<file path="config.mk">
export PLATFORM = sky130hd
export DESIGN_NAME = fft_stream_core
export DESIGN_NICKNAME = d
export VERILOG_FILES = /design/src/rtl/fft_pkg.sv /design/src/rtl/fft_butterfly.sv /design/src/rtl/fft_stream_core.sv
export SDC_FILE = /design/constraint.sdc
export NUM_CORES = 2
export LEC_CHECK = 0
export CORE_ASPECT_RATIO = 1.75
export CORE_MARGIN = 10
export CORE_UTILIZATION = 50
export CTS_BUF_LIST = sky130_fd_sc_hd__clkbuf_4
export DETAILED_ROUTE_END_ITERATION = 8
export PLACE_DENSITY = 0.69
export SYNTH_ARGS = -nofsm -noshare
export SYNTH_HDL_FRONTEND = slang
export SYNTH_SLANG_ARGS = --single-unit
</file>
<file path="constraint.sdc">
create_clock -name clk -period 20.4 [get_ports clk]
set_input_delay 4.08 -clock clk [delete_from_list [all_inputs] [get_ports clk]]
set_output_delay 4.08 -clock clk [all_outputs]
set_load 0.02 [all_outputs]
</file>
<file path="src/rtl/fft_pkg.sv">
// rtl/fft_pkg.sv - Shared constants, Q2.14 twiddle table and helpers for the streaming FFT
package fft_pkg;

    localparam int TW_FRAC   = 14;
    localparam int MAX_LOG2N = 5;

    localparam logic [1:0] ST_LOAD    = 2'd0;
    localparam logic [1:0] ST_COMPUTE = 2'd1;
    localparam logic [1:0] ST_UNLOAD  = 2'd2;

    function automatic int out_width(input int data_w, input int log2n);
        return data_w + log2n;
    endfunction

    // Reverse all five bits, then drop the unused low end so only `bits` are mirrored.
    function automatic logic [4:0] bitrev(input logic [4:0] v, input int bits);
        logic [4:0] r;
        r = {v[0], v[1], v[2], v[3], v[4]};
        return r >> (MAX_LOG2N - bits);
    endfunction

    // cos(2*pi*k/32) in Q2.14
    function automatic logic signed [15:0] tw_cos(input logic [3:0] k);
        case (k)
            4'd0:  return 16'sd16384;
            4'd1:  return 16'sd16069;
            4'd2:  return 16'sd15137;
            4'd3:  return 16'sd13623;
            4'd4:  return 16'sd11585;
            4'd5:  return 16'sd9102;
            4'd6:  return 16'sd6270;
            4'd7:  return 16'sd3196;
            4'd8:  return 16'sd0;
            4'd9:  return -16'sd3196;
            4'd10: return -16'sd6270;
            4'd11: return -16'sd9102;
            4'd12: return -16'sd11585;
            4'd13: return -16'sd13623;
            4'd14: return -16'sd15137;
            default: return -16'sd16069;
        endcase
    endfunction

    // sin(2*pi*k/32) in Q2.14
    function automatic logic signed [15:0] tw_sin(input logic [3:0] k);
        case (k)
            4'd0:  return 16'sd0;
            4'd1:  return 16'sd3196;
            4'd2:  return 16'sd6270;
            4'd3:  return 16'sd9102;
            4'd4:  return 16'sd11585;
            4'd5:  return 16'sd13623;
            4'd6:  return 16'sd15137;
            4'd7:  return 16'sd16069;
            4'd8:  return 16'sd16384;
            4'd9:  return 16'sd16069;
            4'd10: return 16'sd15137;
            4'd11: return 16'sd13623;
            4'd12: return 16'sd11585;
            4'd13: return 16'sd9102;
            4'd14: return 16'sd6270;
            default: return 16'sd3196;
        endcase
    endfunction

endpackage

</file>
<file path="src/rtl/fft_butterfly.sv">
// rtl/fft_butterfly.sv - Combinational radix-2 DIT butterfly with rounded Q2.14 twiddle multiply
module fft_butterfly
    import fft_pkg::*;
#(
    parameter int AW   = 20,
    parameter int TW_W = 16
) (
    input  logic signed [AW-1:0]   a_re,
    input  logic signed [AW-1:0]   a_im,
    input  logic signed [AW-1:0]   b_re,
    input  logic signed [AW-1:0]   b_im,
    input  logic signed [TW_W-1:0] w_re,
    input  logic signed [TW_W-1:0] w_im,
    output logic signed [AW-1:0]   y0_re,
    output logic signed [AW-1:0]   y0_im,
    output logic signed [AW-1:0]   y1_re,
    output logic signed [AW-1:0]   y1_im
);
    localparam int PW = AW + TW_W;
    localparam logic signed [PW-1:0] RND = PW'(1 << (TW_FRAC - 1));

    logic signed [PW-1:0] br_x, bi_x, wr_x, wi_x, p_re, p_im;
    logic signed [AW-1:0] t_re, t_im;

    assign br_x = PW'(b_re);
    assign bi_x = PW'(b_im);
    assign wr_x = PW'(w_re);
    assign wi_x = PW'(w_im);

    // Complex product kept at full precision, rounded once per component.
    assign p_re = br_x * wr_x - bi_x * wi_x;
    assign p_im = br_x * wi_x + bi_x * wr_x;
    assign t_re = AW'((p_re + RND) >>> TW_FRAC);
    assign t_im = AW'((p_im + RND) >>> TW_FRAC);

    assign y0_re = a_re + t_re;
    assign y0_im = a_im + t_im;
    assign y1_re = a_re - t_re;
    assign y1_im = a_im - t_im;

endmodule

</file>
<file path="src/rtl/fft_stream_core.sv">
// rtl/fft_stream_core.sv - Iterative in-place radix-2 FFT with streaming load and natural-order unload
module fft_stream_core
    import fft_pkg::*;
#(
    parameter int DATA_W = 16,
    parameter int LOG2N  = 3,
    parameter int TW_W   = 16,
    parameter int OUT_W  = out_width(DATA_W, LOG2N)
) (
    input  logic                     clk,
    input  logic                     rst,
    input  logic                     in_valid,
    output logic                     in_ready,
    input  logic signed [DATA_W-1:0] in_re,
    input  logic signed [DATA_W-1:0] in_im,
    input  logic                     inverse,
    output logic                     out_valid,
    input  logic                     out_ready,
    output logic signed [OUT_W-1:0]  out_re,
    output logic signed [OUT_W-1:0]  out_im,
    output logic [LOG2N-1:0]         out_idx,
    output logic                     out_last,
    output logic                     busy
);
    localparam int N  = 1 << LOG2N;
    localparam int AW = OUT_W + 1;

    logic [1:0]             state;
    logic                   mode;
    logic [LOG2N-1:0]       cnt, bf, j_i, top_i, bot_i, load_addr;
    logic [2:0]             stage;
    logic [3:0]             tw_idx;
    logic signed [TW_W-1:0] w_re, w_im;
    logic signed [AW-1:0]   arr_re [N];
    logic signed [AW-1:0]   arr_im [N];
    logic signed [AW-1:0]   y0_re, y0_im, y1_re, y1_im;
    logic                   in_fire, last_bf, last_stage;

    assign in_ready   = (state == ST_LOAD) && !rst;
    assign in_fire    = in_valid && in_ready;
    assign busy       = (state != ST_LOAD);
    assign load_addr  = LOG2N'(bitrev(5'(cnt), LOG2N));
    assign last_bf    = (bf == LOG2N'(N / 2 - 1));
    assign last_stage = (stage == 3'(LOG2N - 1));

    // Pair addressing for stage s: span m = 2^s, top = group*2m + j, bottom = top + m.
    always_comb begin
        j_i    = bf & LOG2N'((1 << stage) - 1);
        top_i  = LOG2N'((bf >> stage) << (stage + 3'd1)) | j_i;
        bot_i  = top_i | LOG2N'(1 << stage);
        tw_idx = 4'(j_i) << (3'd4 - stage);
        w_re   = TW_W'(tw_cos(tw_idx));
        w_im   = mode ? TW_W'(tw_sin(tw_idx)) : -TW_W'(tw_sin(tw_idx));
    end

    fft_butterfly #(.AW(AW), .TW_W(TW_W)) u_bfly (
        .a_re  (arr_re[top_i]),
        .a_im  (arr_im[top_i]),
        .b_re  (arr_re[bot_i]),
        .b_im  (arr_im[bot_i]),
        .w_re  (w_re),
        .w_im  (w_im),
        .y0_re (y0_re),
        .y0_im (y0_im),
        .y1_re (y1_re),
        .y1_im (y1_im)
    );

    always_ff @(posedge clk) begin
        if (in_fire) begin
            arr_re[load_addr] <= AW'(in_re);
            arr_im[load_addr] <= AW'(in_im);
        end else if (state == ST_COMPUTE) begin
            arr_re[top_i] <= y0_re;
            arr_im[top_i] <= y0_im;
            arr_re[bot_i] <= y1_re;
            arr_im[bot_i] <= y1_im;
        end
    end

    always_ff @(posedge clk or posedge rst) begin
        if (rst) begin
            state     <= ST_LOAD;
            mode      <= 1'b0;
            cnt       <= '0;
            bf        <= '0;
            stage     <= '0;
            out_valid <= 1'b0;
            out_last  <= 1'b0;
            out_re    <= '0;
            out_im    <= '0;
            out_idx   <= '0;
        end else begin
            case (state)
                ST_LOAD: if (in_fire) begin
                    if (cnt == '0) mode <= inverse;
                    cnt <= cnt + 1'b1;
                    if (cnt == LOG2N'(N - 1)) state <= ST_COMPUTE;
                end
                ST_COMPUTE: begin
                    bf <= last_bf ? '0 : bf + 1'b1;
                    if (last_bf) begin
                        if (last_stage) begin
                            stage <= '0;
                            state <= ST_UNLOAD;
                        end else begin
                            stage <= stage + 3'd1;
                        end
                    end
                end
                ST_UNLOAD: if (!out_valid || out_ready) begin
                    // cnt restarts at 0 here because it wrapped at the end of LOAD.
                    if (out_valid && out_last) begin
                        out_valid <= 1'b0;
                        out_last  <= 1'b0;
                        state     <= ST_LOAD;
                    end else begin
                        out_re    <= OUT_W'(arr_re[cnt]);
                        out_im    <= OUT_W'(arr_im[cnt]);
                        out_idx   <= cnt;
                        out_last  <= (cnt == LOG2N'(N - 1));
                        out_valid <= 1'b1;
                        cnt       <= cnt + 1'b1;
                    end
                end
                default: state <= ST_LOAD;
            endcase
        end
    end

endmodule

</file>
==> impl_metrics.tcl <==
set metrics [dict create \
    cap_viol_max_count 1 \
    fillers 13200 \
    drive_above_1_share_pct 6.64 \
    placement.io_buffers 81 \
    synth_area_per_cell_um2 8.70 \
    cpPeakStageDelay_ns 0.64 \
    ys_dominant_reg_cell "edfxtp_1" \
    synth.cells.most_frequent "nand2_1 (1,627), inv_1 (1,541), fa_1 (1,329)" \
    setup_bufs_post_cts 0 \
    clockBufferDepth 3 \
    finalSetupViolCount 0 \
    max_slew.worst_pin.slew_ns 1.44 \
    cp_common_cell "fa_1" \
    drt_first_pass_iters 7 \
    via_count_of_the_first_global_routing_pass 65000 \
    totalNegativeSetupSlack_ns 0 \
    area.growth.synth_to_final_pct 6.56 \
    syn-cell-area_um2 71900 \
    synth-seq-area-share_pct 15.3 \
    route.vias.total 60700 \
    critical_path_arrival_ns 17.12 \
    detailedPlace.worstSlack_ns 4.27 \
    pin_count 82 \
    placement.cell_area_um2 75500 \
    drc 0 \
    startpoint_type "register" \
    core-area_um2 143000 \
    globalRouteOverflowTotal 0 \
    reg2reg_to "arr_re[6][16]" \
    fin_crit_ns 16.48 \
    place_hpwl_um 208000 \
    synth_enable_flop_cells 320 \
    yosysTopAreaCellShare_pct 37.0 \
    register_bit_total_from_synthesis 375 \
    mappedNetlistNets 10000 \
    die_area_um2 160000 \
    grt_setup_unrepaired "no" \
    sequential_cell_area_um2 11000 \
    ant_nets 0 \
    holdWs_ns 0.517 \
    row_count 184 \
    grt_start_max_net_pins 167 \
    end_kind "register" \
    setup.worst_path.start "stage[0]" \
    violations "max-capacitance violations" \
    final_net_count 9947 \
    postSynthCellCount 8270 \
    outcome "finished, violations left" \
    worst-setup-path-type "reg2reg" \
    post-route-period-util_pct 80.8 \
    final_cell_area_um2 76600 \
    cts_htree_levels 3 \
    first_pass_grt_wire_length_um 412000 \
    timing.critical_path.slowest_stage_cell "nor3_1" \
    tritoncts_num_sinks 375 \
    timing.critical_path.required_ns 21.03 \
    initial_core_util_pct 50.1 \
    hold_end "out_idx[2]" \
    min_delay_path_depth 1 \
    hold_violations 0 \
    clk-insertion-delay-late_ns 0.92 \
    detail_route.wirelength_um 279000 \
    grt_util_all_layers_pct 35.4 \
    max_freq_mhz 60.7 \
    clkSlewWorstSetupHoldPaths_ns 0.09 \
    die_h_um 522 \
    asyncSetResetFlopFracSynth_pct 14.7 \
    final_max_slew_viol_count 0 \
    gpl.final_weighted_congestion 1.02 \
    synth_largest_area_cell "fa_1" \
    initialDrtViolationCount 5542 \
    final.setup_skew_ns 0.0703 \
    die_width_um 307 \
    tritoncts.num_buffers 78 \
    clock-root-buffer "clkbuf_4" \
    ctsResizeCount 0 \
    detail_route.wl_per_cell_um 27.6 \
    footprint_of_the_multi_input_gates_um2 54100 \
    slew_headroom_pct 0.933 \
    yosys.cell_count.top_type "nand2_1" \
    tritoncts "built" \
    post_synthesis_cell_type_count 91 \
    worstPathMaxFanout 24 \
    min_from "out_idx[2]" \
    cts-hold-fix-buffers 0 \
    number_of_antenna_violations_at_the_first_check_in_global_routing 12 \
    holdCritPathClass "reg2reg" \
    synth.area.top_cells "fa_1 (37%), edfxtp_1 (13%), nand2_1 (8.5%)" \
    reg2reg_depth 54 \
    yosys_warnings 0 \
    crit-reg2reg-launch "stage[0]" \
    regToRegSetupSlack_ns 3.92 \
    final.setup.worst_slack_ns 3.92 \
    vias_per_cell 6.01 \
]
==> layout by cell type, fill, tap and decap left out, drive strengths merged, types with 22 or more instances in the layout <==
cell and count:
o21ai 102, clkbuf 100, a21o 22, edfxtp 320, nor3 33, and2 37
o21bai 29, inv 1544, and3 70, clkinv 32, buf 200, nor2 821
xor2 38, xnor2 153, clkdlybuf4s50 81, ha 403, mux4 76, nand3 285
mux2i 132, dfrtp 55, a21oi 394, nand2 1628, fa 1329, a31oi 64
nor2b 28
==> worst max path at each step <==
stage / to
after floorplan: arr_re[0][17]
after global placement: arr_re[4][16]
after detailed placement: arr_re[6][16]
after CTS: arr_re[6][16]
after global routing: arr_re[6][16]
final: arr_re[6][16]
==> critical path, delay by kind of cell (launching register included) <==
family | cells | cell delay (ns)
AOI/OAI and AO/OA | 14 | 3.64
xor gates and xnor gates | 3 | 1.05
adders and majority gates | 15 | 6.22
buffers and inverters | 10 | 2.05
DFF | 1 | 0.62
muxes | 1 | 0.18
and+or+nand+nor | 11 | 2.39
==> stage by stage <==
stage,cells,util [%]
floorplan,8270,-
global placement,9957,52.6
detailed placement,9957,52.6
global route,10100,53.4
finish,10100,53.4
CTS,10100,53.4
==> metal layers <==
layer,global-route usage (%),wire length (um)
met1,34.7,81100
met2,60.4,136000
met3,7.93,26300
met4,35.1,35600
met5,0,91
==> cell families (layout without fill, tap and decap cells) <==
family          after synthesis  after routing  synth area share, %
fa+ha+maj                  1732           1732                 44.0
buf+inv                    1996           1967                 10.5
simple gates               2983           2983                 17.0
flops                       375            375                 15.3
compound gates              773            773                 6.48
other cells                   0              7                    0
mux                         218            218                 4.40
xor+xnor                    193            193                 2.43
==> sequential cells by signal, summed over array words and instances (netlist names), 2 cells and up <==
signal and count:
arr_im 160, arr_re 160, out_im 19, out_re 19
bf 3, cnt 3, out_idx 3, stage 3
state 2
==> layout make-up <==
class,instances,area share (%)
Multi-Input combinational cell,5899,70.5
Sequential cell,375,14.3
Inverter,1543,7.56
Timing Repair Buffer,281,3.05
Tap cell,1860,3.04
Clock buffer,100,0.980
Clock inverter,43,0.478
Antenna cell,7,0.0229
Power is not shown: default switching activity piles up to over one toggle a cycle in this logic, so the estimate is an artifact.
